`src/rtl/secded_pkg.sv`:
```
// Shared SEC-DED definitions: code geometry helpers and decode classification.
// Used by both the decoder and the matching encoder.
package secded_pkg;

  typedef enum logic [1:0] {
    CLEAN,
    SINGLE,
    DOUBLE
  } secded_class_e;

  // Smallest P with 2**P >= data_w + P + 1 (Hamming check-bit count).
  function automatic int secded_p_w(input int data_w);
    int p_w;
    p_w = 0;
    for (int p = 8; p >= 1; p--) begin
      if ((1 << p) >= data_w + p + 1) p_w = p;
    end
    return p_w;
  endfunction

  // Codeword position of data bit idx: the idx-th non-power-of-two position from 3 upward.
  function automatic int secded_pos(input int idx);
    int res;
    int cnt;
    res = 0;
    cnt = 0;
    for (int p = 3; p < 256; p++) begin
      if ((p & (p - 1)) != 0) begin
        if (cnt == idx) res = p;
        cnt++;
      end
    end
    return res;
  endfunction

endpackage

```
`src/rtl/secded_syndrome_calc.sv`:
```
// Combinational syndrome and overall-parity generator for the SEC-DED code.
module secded_syndrome_calc
  import secded_pkg::*;
#(
  parameter int DATA_W = 28,
  parameter int P_W    = secded_p_w(DATA_W)
) (
  input  logic [DATA_W-1:0] data_i,
  input  logic [P_W:0]      ecc_i,
  output logic [P_W-1:0]    syn_o,
  output logic              parity_o
);

  logic [P_W-1:0] pos_tbl [DATA_W];

  for (genvar i = 0; i < DATA_W; i++) begin : g_pos
    localparam logic [P_W-1:0] POS = P_W'(secded_pos(i));
    assign pos_tbl[i] = POS;
  end

  // Each set data bit contributes its codeword position to the syndrome.
  always_comb begin
    // NOTE: every always_comb output gets a default first so no path can infer a latch.
    syn_o = ecc_i[P_W-1:0];
    for (int i = 0; i < DATA_W; i++) begin
      syn_o = syn_o ^ (pos_tbl[i] & {P_W{data_i[i]}});
    end
    parity_o = ^{data_i, ecc_i};
  end

endmodule

```
`src/rtl/secded_decode_pipe.sv`:
```
// Two-stage pipelined SEC-DED decoder with valid/ready flow control,
// saturating error counters and first-uncorrectable tag capture.
module secded_decode_pipe
  import secded_pkg::*;
#(
  parameter  int DATA_W = 28,
  parameter  int TAG_W  = 12,
  parameter  int CNT_W  = 16,
  localparam int P_W    = secded_p_w(DATA_W),
  localparam int ECC_W  = P_W + 1
) (
  input  logic              clk_i,
  input  logic              rst_i,
  input  logic              in_valid_i,
  output logic              in_ready_o,
  input  logic [DATA_W-1:0] data_i,
  input  logic [ECC_W-1:0]  ecc_i,
  input  logic [TAG_W-1:0]  tag_i,
  output logic              out_valid_o,
  input  logic              out_ready_i,
  output logic [DATA_W-1:0] data_o,
  output logic [TAG_W-1:0]  tag_o,
  output logic              single_err_o,
  output logic              double_err_o,
  output logic [CNT_W-1:0]  corr_cnt_o,
  output logic [CNT_W-1:0]  uncorr_cnt_o,
  output logic              first_vld_o,
  output logic [TAG_W-1:0]  first_tag_o,
  input  logic              clr_i
);

  localparam logic [P_W-1:0] MAX_POS = P_W'(DATA_W + P_W);

  logic              s1_v_q, s2_v_q;
  logic [DATA_W-1:0] s1_data_q, s2_data_q;
  logic [TAG_W-1:0]  s1_tag_q, s2_tag_q;
  logic [P_W-1:0]    s1_syn_q;
  logic              s1_par_q;
  logic              s2_single_q, s2_double_q;

  logic [P_W-1:0]    calc_syn;
  logic              calc_par;
  logic              s1_adv, s2_adv, out_hs;
  secded_class_e     cls;
  logic [DATA_W-1:0] flip_mask, corr_data;

  logic [CNT_W-1:0]  corr_cnt_q, corr_cnt_d;
  logic [CNT_W-1:0]  uncorr_cnt_q, uncorr_cnt_d;
  logic              first_vld_q, first_vld_d;
  logic [TAG_W-1:0]  first_tag_q, first_tag_d;

  secded_syndrome_calc #(
    .DATA_W (DATA_W),
    .P_W    (P_W)
  ) u_syndrome (
    .data_i   (data_i),
    .ecc_i    (ecc_i),
    .syn_o    (calc_syn),
    .parity_o (calc_par)
  );

  // A stage moves when it is empty or its successor is moving; ready never depends on in_valid_i.
  assign s2_adv     = !s2_v_q || out_ready_i;
  assign s1_adv     = !s1_v_q || s2_adv;
  assign in_ready_o = s1_adv;
  assign out_hs     = s2_v_q && out_ready_i;

  for (genvar i = 0; i < DATA_W; i++) begin : g_mask
    localparam logic [P_W-1:0] POS = P_W'(secded_pos(i));
    assign flip_mask[i] = (s1_syn_q == POS);
  end

  // Out-of-range syndromes with odd parity are flagged rather than miscorrected.
  always_comb begin
    cls = CLEAN;
    if (s1_par_q) begin
      cls = (s1_syn_q > MAX_POS) ? DOUBLE : SINGLE;
    end else if (s1_syn_q != '0) begin
      cls = DOUBLE;
    end
    corr_data = s1_data_q;
    if (cls == SINGLE) corr_data = s1_data_q ^ flip_mask;
  end

  always_ff @(posedge clk_i or posedge rst_i) begin
    // NOTE: sequential state uses non-blocking assignments so all registers update together.
    if (rst_i) begin
      s1_v_q      <= 1'b0;
      s1_data_q   <= '0;
      s1_tag_q    <= '0;
      s1_syn_q    <= '0;
      s1_par_q    <= 1'b0;
      s2_v_q      <= 1'b0;
      s2_data_q   <= '0;
      s2_tag_q    <= '0;
      s2_single_q <= 1'b0;
      s2_double_q <= 1'b0;
    end else begin
      if (s1_adv) begin
        s1_v_q <= in_valid_i;
        if (in_valid_i) begin
          s1_data_q <= data_i;
          s1_tag_q  <= tag_i;
          s1_syn_q  <= calc_syn;
          s1_par_q  <= calc_par;
        end
      end
      if (s2_adv) begin
        s2_v_q <= s1_v_q;
        if (s1_v_q) begin
          s2_data_q   <= corr_data;
          s2_tag_q    <= s1_tag_q;
          s2_single_q <= (cls == SINGLE);
          s2_double_q <= (cls == DOUBLE);
        end
      end
    end
  end

  // Clear applies before counting so a same-cycle error handshake survives the clear.
  always_comb begin
    corr_cnt_d   = clr_i ? '0 : corr_cnt_q;
    uncorr_cnt_d = clr_i ? '0 : uncorr_cnt_q;
    first_vld_d  = clr_i ? 1'b0 : first_vld_q;
    first_tag_d  = first_tag_q;
    if (out_hs && s2_single_q && (corr_cnt_d != '1)) corr_cnt_d = corr_cnt_d + CNT_W'(1);
    if (out_hs && s2_double_q) begin
      if (uncorr_cnt_d != '1) uncorr_cnt_d = uncorr_cnt_d + CNT_W'(1);
      if (!first_vld_d) begin
        first_vld_d = 1'b1;
        first_tag_d = s2_tag_q;
      end
    end
  end

  always_ff @(posedge clk_i or posedge rst_i) begin
    if (rst_i) begin
      corr_cnt_q   <= '0;
      uncorr_cnt_q <= '0;
      first_vld_q  <= 1'b0;
      first_tag_q  <= '0;
    end else begin
      corr_cnt_q   <= corr_cnt_d;
      uncorr_cnt_q <= uncorr_cnt_d;
      first_vld_q  <= first_vld_d;
      first_tag_q  <= first_tag_d;
    end
  end

  assign out_valid_o  = s2_v_q;
  assign data_o       = s2_data_q;
  assign tag_o        = s2_tag_q;
  assign single_err_o = s2_single_q;
  assign double_err_o = s2_double_q;
  assign corr_cnt_o   = corr_cnt_q;
  assign uncorr_cnt_o = uncorr_cnt_q;
  assign first_vld_o  = first_vld_q;
  assign first_tag_o  = first_tag_q;

endmodule

```
`config.mk`:
```
export PLATFORM = sky130hd
export DESIGN_NAME = secded_decode_pipe
export DESIGN_NICKNAME = d
export VERILOG_FILES = /design/src/rtl/secded_pkg.sv /design/src/rtl/secded_syndrome_calc.sv /design/src/rtl/secded_decode_pipe.sv
export SDC_FILE = /design/constraint.sdc
export NUM_CORES = 1
export LEC_CHECK = 0
export BUFFER_PORTS_ARGS = -buffer_cell sky130_fd_sc_hd__buf_2
export CAP_MARGIN = 40
export CORE_MARGIN = 5
export CORE_UTILIZATION = 48
export CTS_CLUSTER_SIZE = 12
export DETAILED_ROUTE_END_ITERATION = 10
export PLACE_DENSITY = 0.83
export SETUP_SLACK_MARGIN = 0.15
export SLEW_MARGIN = 10
export SYNTH_ARGS = -nofsm -noshare
export SYNTH_HDL_FRONTEND = slang
export SYNTH_HIERARCHICAL = 1
export SYNTH_SLANG_ARGS = --single-unit
export TNS_END_PERCENT = 1
```
`constraint.sdc`:
```
create_clock -name clk_i -period 4.35 [get_ports clk_i]
set_clock_uncertainty 0.2 [all_clocks]
set_input_delay 0.87 -clock clk_i [delete_from_list [all_inputs] [get_ports clk_i]]
set_output_delay 0.87 -clock clk_i [all_outputs]
set_load 0.01 [all_outputs]
```
==> flow_summary.html, run 1 <==
<table>
<tr><th>Metric</th><th>Value</th></tr>
<tr><th colspan="2">Status</th></tr>
<tr><td>Result of the run</td><td>complete, no violations</td></tr>
<tr><th colspan="2">Yosys</th></tr>
<tr><td>Cell variety after synth</td><td>57</td></tr>
<tr><td>Synthesized net count</td><td>625</td></tr>
<tr><td>Ranking of synthesized cells by instance count</td><td>dfrtp_1, xnor2_1, nor2_1</td></tr>
<tr><td>Largest area contributor in the netlist</td><td>dfrtp_1</td></tr>
<tr><td>Average instance area after synthesis</td><td>11.79 um2</td></tr>
<tr><td>EDFF count, synth</td><td>0</td></tr>
<tr><td>Share of Yosys cell area claimed by the top area cell type</td><td>50.47%</td></tr>
<tr><td>Main flop type after synthesis</td><td>dfrtp_1</td></tr>
<tr><td>FF+latch count, synth</td><td>136</td></tr>
<tr><td>Syn Inst Count</td><td>572</td></tr>
<tr><td>Share of synthesized area occupied by flip-flops and latches</td><td>50.47%</td></tr>
<tr><td>Yosys synthesis warning count</td><td>6</td></tr>
<tr><td>Top area cells in the synthesized netlist</td><td>dfrtp_1, mux2_2, xnor2_1</td></tr>
<tr><td>Proportion of synthesized flip-flops having asynchronous set or reset</td><td>100.0%</td></tr>
<tr><td>Post-synthesis instance area</td><td>6743 um2</td></tr>
<tr><td>Most numerous cell in the Yosys netlist</td><td>dfrtp_1</td></tr>
<tr><th colspan="2">Worst setup path</th></tr>
<tr><td>Critical path required time</td><td>4.41 ns</td></tr>
<tr><td>Startpoint-to-endpoint class of the critical path</td><td>in2reg</td></tr>
<tr><td>Max FO, Critical Path</td><td>40</td></tr>
<tr><td>Signal arrival time at the worst endpoint</td><td>2.89 ns</td></tr>
<tr><td>Element type at the critical path start</td><td>primary input</td></tr>
<tr><td>Endpoint type of the worst setup path</td><td>register</td></tr>
<tr><th colspan="2">STA</th></tr>
<tr><td>Final Critical Period</td><td>2.827 ns</td></tr>
<tr><td>Final Hold Viols</td><td>0</td></tr>
<tr><td>Achievable frequency</td><td>353.7 MHz</td></tr>
<tr><td>Rel. slew slack</td><td>46.99%</td></tr>
<tr><td>Setup-failing EPs final</td><td>0</td></tr>
<tr><td>Final worst path period share</td><td>65.00%</td></tr>
<tr><td>Number of pins with negative max-slew slack in the final report</td><td>0</td></tr>
<tr><td>Worst Max-Slew Pin Slew</td><td>0.7951 ns</td></tr>
<tr><td>Unrepaired setup endpoints after global routing</td><td>no</td></tr>
<tr><td>Setup TNS Final</td><td>0 ns</td></tr>
<tr><td>Worst hold slack</td><td>0.2828 ns</td></tr>
<tr><th colspan="2">Clock tree</th></tr>
<tr><td>Number of buffers inserted during clock tree synthesis</td><td>17</td></tr>
<tr><td>Insertion delay of the later-clocked pin in the worst-skew pair</td><td>0.42 ns</td></tr>
<tr><td>Number of cells upsized or downsized after cts</td><td>0</td></tr>
<tr><td>Number of levels the H-tree was split into</td><td>4</td></tr>
<tr><td>Post-CTS setup repair buffer count</td><td>0</td></tr>
<tr><td>Clock tree root driver cell</td><td>clkbuf_16</td></tr>
<tr><td>Hold bufs inserted after CTS</td><td>0</td></tr>
<tr><td>Worst-path clk slew</td><td>0.06 ns</td></tr>
<tr><td>Clk sink count</td><td>136</td></tr>
<tr><td>Largest buffer count on any clock path</td><td>2</td></tr>
<tr><td>CTS tree</td><td>done</td></tr>
<tr><th colspan="2">Detailed routing</th></tr>
<tr><td>Wire length after detailed routing</td><td>16.00 mm</td></tr>
<tr><td>First-iteration detailed-routing DRC count</td><td>321</td></tr>
<tr><td>Number of detailed-route iterations in the first pass</td><td>5</td></tr>
<tr><td>Total via count in the routed design</td><td>4,892</td></tr>
<tr><td>Remaining design rule violation count</td><td>0</td></tr>
<tr><td>Remaining antenna violation count after routing</td><td>0</td></tr>
<tr><td>Average wire length per cell after detail routing</td><td>17.74 um</td></tr>
<tr><td>Vias per std cell</td><td>5.424</td></tr>
<tr><th colspan="2">Floorplanning</th></tr>
<tr><td>Placement Rows</td><td>43</td></tr>
<tr><td>Die Span Y</td><td>128.5 um</td></tr>
<tr><td>Number of ports placed on the die boundary</td><td>141</td></tr>
<tr><td>Floorplan Core Area</td><td>13,830 um2</td></tr>
<tr><td>Floorplan die area</td><td>16,520 um2</td></tr>
<tr><td>X dimension of the die</td><td>128.5 um</td></tr>
<tr><td>Initial standard-cell utilization of the core</td><td>48.76%</td></tr>
<tr><th colspan="2">Flow run</th></tr>
<tr><td>Max-cap violations</td><td>0</td></tr>
<tr><th colspan="2">GRT</th></tr>
<tr><td>Number of antenna violations at the first check in global routing</td><td>1</td></tr>
<tr><td>Largest net degree at the start of global routing</td><td>137</td></tr>
<tr><td>Via count of the first global-routing pass</td><td>5,074</td></tr>
<tr><td>Wire length of the first global-routing pass</td><td>25.90 mm</td></tr>
<tr><td>Total overflow reported by the global router</td><td>0</td></tr>
<tr><td>Overall Global Routing Usage</td><td>19.96%</td></tr>
<tr><th colspan="2">Pwr</th></tr>
<tr><td>Total power</td><td>4381 uW</td></tr>
<tr><td>VDD IR-drop max</td><td>0.0002421 V</td></tr>
<tr><td>Leakage power of the design</td><td>0.003720 uW</td></tr>
<tr><td>Pwr Density</td><td>531.4 nW/um2</td></tr>
<tr><th colspan="2">Placed design</th></tr>
<tr><td>Placed cell count</td><td>870</td></tr>
<tr><td>Number of buffers added on ports</td><td>140</td></tr>
<tr><td>HPWL reported at the end of detailed placement</td><td>11.49 mm</td></tr>
<tr><td>Global placer's final weighted congestion</td><td>0.8419</td></tr>
<tr><td>Total placed instance area</td><td>7619 um2</td></tr>
<tr><th colspan="2">Hold path</th></tr>
<tr><td>Hold/Removal Path Class</td><td>reg2reg</td></tr>
<tr><th colspan="2">Cells and area</th></tr>
<tr><td>Multi-input combinational cell area</td><td>3206 um2</td></tr>
<tr><td>Count of antenna diodes in the layout</td><td>0</td></tr>
<tr><td>Synth-to-Final Area Change</td><td>22.27%</td></tr>
<tr><td>Net count of the finished layout</td><td>762</td></tr>
<tr><td>Share of layout cells above drive strength 1</td><td>34.35%</td></tr>
<tr><td>Non-filler cells, final</td><td>902</td></tr>
<tr><td>Post-route design area</td><td>8244 um2</td></tr>
<tr><td>Register cell area after layout</td><td>3403 um2</td></tr>
<tr><td>Fill count</td><td>1,111</td></tr>
</table>
worst paths after layout:
kind	startpoint	to	slack (ns)	depth (start not counted)
hold reg to reg	s1_v_q	out_valid_o	0.28	1
max in group asynchronous	rst_i	corr_cnt_o[10]	2.89	3
hold / removal	s1_v_q	out_valid_o	0.28	1
setup / recovery	clr_i	uncorr_cnt_o[1]	1.52	6
min in group asynchronous	rst_i	uncorr_cnt_o[15]	0.39	3
setup reg to reg	uncorr_cnt_o[4]	uncorr_cnt_o[1]	1.97	5
cell usage in the layout, fill, tap and decap left out, types with 2 or more instances in the layout:
cell type	n
nand2_1	26
nand3_1	11
clkbuf_8	4
o21ai_0	2
xnor2_1	66
mux2_2	52
nor2_1	62
nor3_1	7
nor2b_1	15
nand2b_1	5
nand4b_1	5
clkinv_2	2
a21boi_0	2
a21oi_1	32
clkinvlp_4	7
xnor3_1	10
mux2_1	24
nor4_2	2
nand4_1	7
xor2_1	21
buf_2	140
dfrtp_1	136
a31oi_1	2
mux2i_1	2
and4b_1	2
buf_4	5
o311ai_2	2
nor3_2	2
and3_1	5
nand3b_1	3
nor4_1	5
xnor3_2	2
clkbuf_16	17
inv_1	5
bufinv_16	3
flip-flops by register name (all words and copies together), names as in the netlist:
name,count
data_o,28
s1_data_q,28
corr_cnt_o,16
uncorr_cnt_o,16
first_tag_o,12
s1_tag_q,12
tag_o,12
s1_syn_q,6
double_err_o,1
first_vld_o,1
out_valid_o,1
s1_par_q,1
s1_v_q,1
single_err_o,1
per-layer routing:
metal	routed length (um)	global-route usage (%)
met5	13	0
met4	267	7.227
met3	926	4.857
met2	7993	32.42
met1	6798	26.23
area by class of cell:
cell class / count / area share [%]
Sequential cell: 136 / 41.28
Tap cell: 180 / 2.732
Multi-Input combinational cell: 402 / 38.88
Clock buffer: 21 / 5.828
Clock inverter: 11 / 1.761
Timing Repair Buffer: 146 / 9.197
Inverter: 6 / 0.3187
cells by family (layout without fill, tap and decap cells):
| family | count (synthesis) | count (layout) | share of synthesized area [%] |
|---|---|---|---|
| AND/OR/NAND/NOR | 170 | 170 | 13.53 |
| flip-flops | 136 | 136 | 50.47 |
| XOR/XNOR | 100 | 100 | 15.74 |
| multiplexers | 78 | 78 | 12.99 |
| AO/OA/AOI/OAI | 53 | 53 | 5.047 |
| buffers and inverters | 34 | 184 | 2.041 |
| adder cells (fa/ha/maj) | 1 | 1 | 0.1855 |
critical path, cell delays in order:
cell,delay [ns]
buf_2,0.32
nand3b_1,0.28
or4_1,0.71
o311ai_2,0.34
xor2_1,0.26
nor2_1,0.09
power by group:
| part | internal [uW] | switching [uW] |
|---|---|---|
| Clock | 960 | 546 |
| Sequential | 1530 | 228 |
| Combinational | 558 | 562 |
| Total | 3040 | 1340 |
through the flow:
step	utilization, %	setup slack [ns]
6_report	59.62	1.523
5_1_grt	59.62	1.445
4_1_cts	59.62	1.563
3_5_place_dp	55.10	1.163
3_3_place_gp	55.10	1.323
2_1_floorplan	-	1.377
Note: power is estimated with default switching activity, not from simulation.
==> inputs of run 2 (changes only) <==
clock period = 2.3 ns   (was 4.35 ns; I/O delays follow)
==> flow_summary.html, run 2 (synthesis gave the netlist of run 1 again) <==
<table>
<tr><th>Metric</th><th>Value</th></tr>
<tr><th colspan="2">STA</th></tr>
<tr><td>Setup-failing EPs final</td><td>0</td></tr>
<tr><td>Worst Max-Slew Pin Slew</td><td>0.5560 ns</td></tr>
<tr><td>Unrepaired setup endpoints after global routing</td><td>yes</td></tr>
<tr><td>Setup TNS Final</td><td>0 ns</td></tr>
<tr><td>Achievable frequency</td><td>464.3 MHz</td></tr>
<tr><td>Final worst path period share</td><td>93.64%</td></tr>
<tr><td>Number of pins with negative max-slew slack in the final report</td><td>0</td></tr>
<tr><td>Final Hold Viols</td><td>0</td></tr>
<tr><td>Final Critical Period</td><td>2.154 ns</td></tr>
<tr><td>Rel. slew slack</td><td>62.85%</td></tr>
<tr><th colspan="2">Floorplanning</th></tr>
<tr><td>Floorplan die area</td><td>16,520 um2</td></tr>
<tr><td>X dimension of the die</td><td>128.5 um</td></tr>
<tr><td>Floorplan Core Area</td><td>13,830 um2</td></tr>
<tr><td>Number of ports placed on the die boundary</td><td>141</td></tr>
<tr><td>Die Span Y</td><td>128.5 um</td></tr>
<tr><td>Initial standard-cell utilization of the core</td><td>48.76%</td></tr>
<tr><td>Placement Rows</td><td>43</td></tr>
<tr><th colspan="2">Detailed routing</th></tr>
<tr><td>Vias per std cell</td><td>5.359</td></tr>
<tr><td>Number of detailed-route iterations in the first pass</td><td>6</td></tr>
<tr><td>Remaining antenna violation count after routing</td><td>0</td></tr>
<tr><td>Remaining design rule violation count</td><td>0</td></tr>
<tr><td>Total via count in the routed design</td><td>5,096</td></tr>
<tr><td>First-iteration detailed-routing DRC count</td><td>261</td></tr>
<tr><td>Wire length after detailed routing</td><td>16.61 mm</td></tr>
<tr><td>Average wire length per cell after detail routing</td><td>17.47 um</td></tr>
<tr><th colspan="2">Hold path</th></tr>
<tr><td>Worst Hold Path Cells</td><td>2</td></tr>
<tr><td>Hold/Removal Path Class</td><td>in2reg</td></tr>
<tr><th colspan="2">Worst setup path</th></tr>
<tr><td>Critical path required time</td><td>2.40 ns</td></tr>
<tr><td>Max FO, Critical Path</td><td>2</td></tr>
<tr><td>Element type at the critical path start</td><td>primary input</td></tr>
<tr><td>Endpoint type of the worst setup path</td><td>register</td></tr>
<tr><td>Signal arrival time at the worst endpoint</td><td>2.25 ns</td></tr>
<tr><td>Cell-by-cell trace of the critical path</td><td>buf_2 -&gt; xnor3_1 -&gt; xor2_1 -&gt; xnor3_1 -&gt; xnor3_1 -&gt; mux2_2</td></tr>
<tr><td>Startpoint-to-endpoint class of the critical path</td><td>in2reg</td></tr>
<tr><td>FF-to-FF setup slack</td><td>0.15 ns</td></tr>
<tr><td>Path depth of the worst reg2reg path</td><td>7</td></tr>
<tr><td>CP max stage cell</td><td>xnor3_1</td></tr>
<tr><td>Dominant cell type by count on the critical path</td><td>xnor3_1</td></tr>
<tr><td>Maximum single-stage delay on the critical path</td><td>0.45 ns</td></tr>
<tr><th colspan="2">Clock tree</th></tr>
<tr><td>Clk sink count</td><td>136</td></tr>
<tr><td>Largest buffer count on any clock path</td><td>2</td></tr>
<tr><td>Worst-path clk slew</td><td>0.06 ns</td></tr>
<tr><td>Clock tree root driver cell</td><td>clkbuf_16</td></tr>
<tr><td>Number of levels the H-tree was split into</td><td>4</td></tr>
<tr><td>CTS tree</td><td>done</td></tr>
<tr><td>Number of buffers inserted during clock tree synthesis</td><td>17</td></tr>
<tr><td>Insertion delay of the later-clocked pin in the worst-skew pair</td><td>0.41 ns</td></tr>
<tr><th colspan="2">GRT</th></tr>
<tr><td>Wire length of the first global-routing pass</td><td>27.18 mm</td></tr>
<tr><td>Overall Global Routing Usage</td><td>21.00%</td></tr>
<tr><td>Via count of the first global-routing pass</td><td>5,398</td></tr>
<tr><td>Largest net degree at the start of global routing</td><td>48</td></tr>
<tr><td>Total overflow reported by the global router</td><td>0</td></tr>
<tr><td>Number of antenna violations at the first check in global routing</td><td>0</td></tr>
<tr><th colspan="2">Pwr</th></tr>
<tr><td>Pwr Density</td><td>983.5 nW/um2</td></tr>
<tr><td>Total power</td><td>8587 uW</td></tr>
<tr><td>Leakage power of the design</td><td>0.004006 uW</td></tr>
<tr><td>VDD IR-drop max</td><td>0.0005001 V</td></tr>
<tr><th colspan="2">Status</th></tr>
<tr><td>Result of the run</td><td>complete, no violations</td></tr>
<tr><th colspan="2">Cells and area</th></tr>
<tr><td>Top library cells by usage in the layout, fill and taps aside</td><td>buf_2, dfrtp_1, xnor2_1</td></tr>
<tr><td>Most frequent standard cell in the layout excluding fill and tap cells</td><td>buf_2</td></tr>
<tr><td>Fill count</td><td>1,041</td></tr>
<tr><td>Synth-to-Final Area Change</td><td>29.49%</td></tr>
<tr><td>Net count of the finished layout</td><td>811</td></tr>
<tr><td>Share of layout cells above drive strength 1</td><td>39.04%</td></tr>
<tr><td>Count of antenna diodes in the layout</td><td>0</td></tr>
<tr><th colspan="2">Placed design</th></tr>
<tr><td>Number of buffers added on ports</td><td>140</td></tr>
<tr><td>Global placer's final weighted congestion</td><td>0.9041</td></tr>
<tr><td>HPWL reported at the end of detailed placement</td><td>12.35 mm</td></tr>
<tr><th colspan="2">Flow run</th></tr>
<tr><td>Max-cap violations</td><td>0</td></tr>
</table>
## run 2: changes by cell type in the layout (fill, tap and decap cells not counted), moves of 2 or more
cell        previous run  this run
clkbuf_1               0         2
nor2b_1               15        13
buf_12                 1         4
clkinvlp_4             7         2
buf_4                  5        50
clkbuf_8               4         7
## run 2: area by class of cell
type,count,area (um2),area share (%)
sequential,136,3403,38.98
multi-input combinational,402,3248,37.20
timing repair buffer,195,1166,13.36
clock buffer,26,529.3,6.062
tap,180,225.2,2.580
clock inverter,6,132.6,1.519
inverter,6,26.28,0.3009
## run 2: where the power goes
part	switching [uW]	internal (uW)	leakage [uW]	total (uW)
Sequential	423	2890	0.00164	3310
Clock	977	2020	0.000323	2990
Combinational	1110	1170	0.00204	2280
Total	2510	6080	0.00401	8590
## run 2: what timing repair did
item                                    in CTS  in global routing
hold buffers                                 1                  0
endpoints found under the setup margin      14                 13
setup buffers                                2                  0
hold endpoints to repair                    14                  0
pin swaps                                    1                  2
gates resized for setup                      3                  1
gates cloned                                 0                  0
## run 2: stage by stage
stage	hold slack (ns)	worst slack, ns	utilization (%)	instances	cell area [um2]
finish	0.07997	0.1462	63.14	951	8731
global route	0.06486	0.06511	63.14	951	8731
CTS	0.05907	0.1402	63.08	951	8722
detailed placement	0.2738	-0.2727	57.99	916	8019
global placement	0.2633	-0.2151	57.99	916	8019
floorplan	0.2490	-0.1121	-	572	6803
## run 2: critical path, delay by kind of cell
family | cells | cell delay [ns]
muxes | 1 | 0.27
buffers and inverters | 1 | 0.10
xor gates and xnor gates | 4 | 1.42
## run 2: worst paths after layout
path | from | to
setup / recovery | data_i[18] | s1_par_q
hold / removal | tag_i[5] | s1_tag_q[5]
setup reg to reg | corr_cnt_o[1] | corr_cnt_o[1]
hold reg to reg | s1_tag_q[6] | tag_o[6]
max in group asynchronous | rst_i | s1_tag_q[1]
min in group asynchronous | rst_i | uncorr_cnt_o[13]
## run 2: routing by layer
metal | wire [um] | up-vias | GRT usage [%]
met1 | 6841 | 2541 | 26.58
met5 | 0 | - | 0
met2 | 8251 | 183 | 34.32
li1 | - | 2344 | -
met3 | 1172 | 28 | 5.604
met4 | 346 | 0 | 8.709
==> inputs of run 3 (changes only) <==
CORE_UTILIZATION = 50   (was 48)
PLACE_DENSITY = 0.86   (was 0.83)
==> flow_summary.html, run 3 (synthesis gave the netlist of run 1 again) <==
<table>
<tr><th>Metric</th><th>Value</th></tr>
<tr><th colspan="2">Status</th></tr>
<tr><td>Result of the run</td><td>complete, no violations</td></tr>
<tr><th colspan="2">Cells and area</th></tr>
<tr><td>Synth-to-Final Area Change</td><td>30.38%</td></tr>
<tr><td>Multi-input combinational cell area</td><td>3308 um2</td></tr>
<tr><td>Non-filler cells, final</td><td>944</td></tr>
<tr><td>Share of layout cells above drive strength 1</td><td>39.32%</td></tr>
<tr><td>Most frequent standard cell in the layout excluding fill and tap cells</td><td>buf_2</td></tr>
<tr><td>Register cell area after layout</td><td>3403 um2</td></tr>
<tr><td>Post-route design area</td><td>8791 um2</td></tr>
<tr><td>Count of antenna diodes in the layout</td><td>0</td></tr>
<tr><td>Net count of the finished layout</td><td>810</td></tr>
<tr><td>Fill count</td><td>964</td></tr>
<tr><td>Top library cells by usage in the layout, fill and taps aside</td><td>buf_2, dfrtp_1, xnor2_1</td></tr>
<tr><th colspan="2">STA</th></tr>
<tr><td>Rel. slew slack</td><td>63.68%</td></tr>
<tr><td>Number of pins with negative max-slew slack in the final report</td><td>0</td></tr>
<tr><td>Worst Max-Slew Pin Slew</td><td>0.5428 ns</td></tr>
<tr><td>Final worst path period share</td><td>94.56%</td></tr>
<tr><td>Worst-case setup margin in the final layout</td><td>0.1252 ns</td></tr>
<tr><td>Worst hold slack</td><td>0.07254 ns</td></tr>
<tr><td>Final Critical Period</td><td>2.175 ns</td></tr>
<tr><td>Final Hold Viols</td><td>0</td></tr>
<tr><td>Achievable frequency</td><td>459.8 MHz</td></tr>
<tr><td>Setup-failing EPs final</td><td>0</td></tr>
<tr><td>Setup TNS Final</td><td>0 ns</td></tr>
<tr><td>Unrepaired setup endpoints after global routing</td><td>yes</td></tr>
<tr><th colspan="2">Placed design</th></tr>
<tr><td>Global placer's final weighted congestion</td><td>0.9045</td></tr>
<tr><td>Total placed instance area</td><td>7991 um2</td></tr>
<tr><td>HPWL reported at the end of detailed placement</td><td>12.25 mm</td></tr>
<tr><td>Number of buffers added on ports</td><td>140</td></tr>
<tr><td>Placed cell count</td><td>909</td></tr>
<tr><td>Post-Place Worst Slack</td><td>-0.3622 ns</td></tr>
<tr><th colspan="2">Worst setup path</th></tr>
<tr><td>Signal arrival time at the worst endpoint</td><td>2.28 ns</td></tr>
<tr><td>Element type at the critical path start</td><td>register</td></tr>
<tr><td>Crit-path leading delay family</td><td>simple AND/OR/NAND/NOR gates</td></tr>
<tr><td>Cell-by-cell trace of the critical path</td><td>nor2b_4 -&gt; ha_4 -&gt; nand3_4 -&gt; buf_6 -&gt; or3_4 -&gt; nor4_4 -&gt; xnor2_1 -&gt; nor2_1</td></tr>
<tr><td>CP max stage cell</td><td>or3_4</td></tr>
<tr><td>Startpoint-to-endpoint class of the critical path</td><td>reg2reg</td></tr>
<tr><td>Max FO, Critical Path</td><td>5</td></tr>
<tr><td>Number of buffers and inverters on the critical path</td><td>1</td></tr>
<tr><td>Path depth of the worst reg2reg path</td><td>8</td></tr>
<tr><td>Endpoint type of the worst setup path</td><td>register</td></tr>
<tr><td>Cell depth of the worst setup path</td><td>8</td></tr>
<tr><td>Maximum single-stage delay on the critical path</td><td>0.41 ns</td></tr>
<tr><td>Critical path required time</td><td>2.40 ns</td></tr>
<tr><th colspan="2">Clock tree</th></tr>
<tr><td>Largest buffer count on any clock path</td><td>2</td></tr>
<tr><td>Insertion delay of the later-clocked pin in the worst-skew pair</td><td>0.41 ns</td></tr>
<tr><td>CTS tree</td><td>done</td></tr>
<tr><td>Clk sink count</td><td>136</td></tr>
<tr><td>Number of levels the H-tree was split into</td><td>4</td></tr>
<tr><td>Clock tree root driver cell</td><td>clkbuf_16</td></tr>
<tr><td>Number of buffers inserted during clock tree synthesis</td><td>17</td></tr>
<tr><td>Worst-path clk slew</td><td>0.06 ns</td></tr>
<tr><th colspan="2">Floorplanning</th></tr>
<tr><td>Die Span Y</td><td>126.1 um</td></tr>
<tr><td>Floorplan Core Area</td><td>13,240 um2</td></tr>
<tr><td>Initial standard-cell utilization of the core</td><td>50.92%</td></tr>
<tr><td>Placement Rows</td><td>42</td></tr>
<tr><td>Floorplan die area</td><td>15,910 um2</td></tr>
<tr><td>X dimension of the die</td><td>126.1 um</td></tr>
<tr><td>Number of ports placed on the die boundary</td><td>141</td></tr>
<tr><th colspan="2">Detailed routing</th></tr>
<tr><td>Wire length after detailed routing</td><td>17.23 mm</td></tr>
<tr><td>Remaining design rule violation count</td><td>0</td></tr>
<tr><td>Vias per std cell</td><td>5.465</td></tr>
<tr><td>Total via count in the routed design</td><td>5,159</td></tr>
<tr><td>Average wire length per cell after detail routing</td><td>18.25 um</td></tr>
<tr><td>First-iteration detailed-routing DRC count</td><td>408</td></tr>
<tr><td>Remaining antenna violation count after routing</td><td>0</td></tr>
<tr><td>Number of detailed-route iterations in the first pass</td><td>5</td></tr>
<tr><th colspan="2">Hold path</th></tr>
<tr><td>Hold/Removal Path Class</td><td>in2reg</td></tr>
<tr><td>Worst Hold Path Cells</td><td>2</td></tr>
<tr><th colspan="2">GRT</th></tr>
<tr><td>Number of antenna violations at the first check in global routing</td><td>0</td></tr>
<tr><td>Overall Global Routing Usage</td><td>21.96%</td></tr>
<tr><td>Largest net degree at the start of global routing</td><td>90</td></tr>
<tr><td>Via count of the first global-routing pass</td><td>5,509</td></tr>
<tr><td>Total overflow reported by the global router</td><td>0</td></tr>
<tr><td>Wire length of the first global-routing pass</td><td>27.74 mm</td></tr>
<tr><th colspan="2">Pwr</th></tr>
<tr><td>Leakage power of the design</td><td>0.004031 uW</td></tr>
<tr><td>VDD IR-drop max</td><td>0.0005525 V</td></tr>
<tr><td>Pwr Density</td><td>989.1 nW/um2</td></tr>
<tr><th colspan="2">Flow run</th></tr>
<tr><td>Max-cap violations</td><td>0</td></tr>
</table>
-- run 3: cell types whose count changed in the layout (fill, tap and decap cells not counted), sizes merged --
cell	delta
clkbuf	-3
buf	-1
bufinv	+1
-- run 3: area by class of cell --
class | count | share of cell area (%)
clock buffer | 23 | 5.779
clock inverter | 7 | 1.850
inverter | 6 | 0.2989
multi-input combinational | 402 | 37.63
sequential | 136 | 38.71
tap | 176 | 2.505
timing repair buffer | 194 | 13.22
-- run 3: repair_timing --
item                                    CTS  global route
endpoints found under the setup margin   16            17
hold buffers                              1             0
setup buffers                             2             2
hold endpoints to repair                 47             0
gates resized for setup                   8             5
pin swaps                                 1             4
cloned                                    0             0
-- run 3: power breakdown --
group | internal (uW) | switching (uW)
logic | 1180 | 1130
clock network | 2080 | 979
registers | 2890 | 434
-- run 3: routing by layer --
metal	GRT usage (%)	part of all wire, %	vias up
met5	0	0	-
met4	9.211	2.3	0
met3	5.207	6.1	34
met2	38.22	52	210
met1	26.10	39	2575
li1	-	-	2340
-- run 3: stage by stage --
stage | total power (uW) | util [%]
after floorplan | 4703 | -
after global placement | 5496 | 60.35
after detailed placement | 5635 | 60.35
after CTS | 8748 | 66.04
after global routing | 9092 | 66.38
final | 8695 | 66.38
-- run 3: final timing paths --
kind / start / end / slack [ns]
worst max-delay path: corr_cnt_o[1] / corr_cnt_o[14] / 0.13
max in group asynchronous: rst_i / data_o[3] / 0.93
worst min register to register: s1_v_q / out_valid_o / 0.29
min in group asynchronous: rst_i / tag_o[7] / 0.48
worst min-delay path: tag_i[1] / s1_tag_q[1] / 0.07
worst max register to register: corr_cnt_o[1] / corr_cnt_o[14] / 0.13
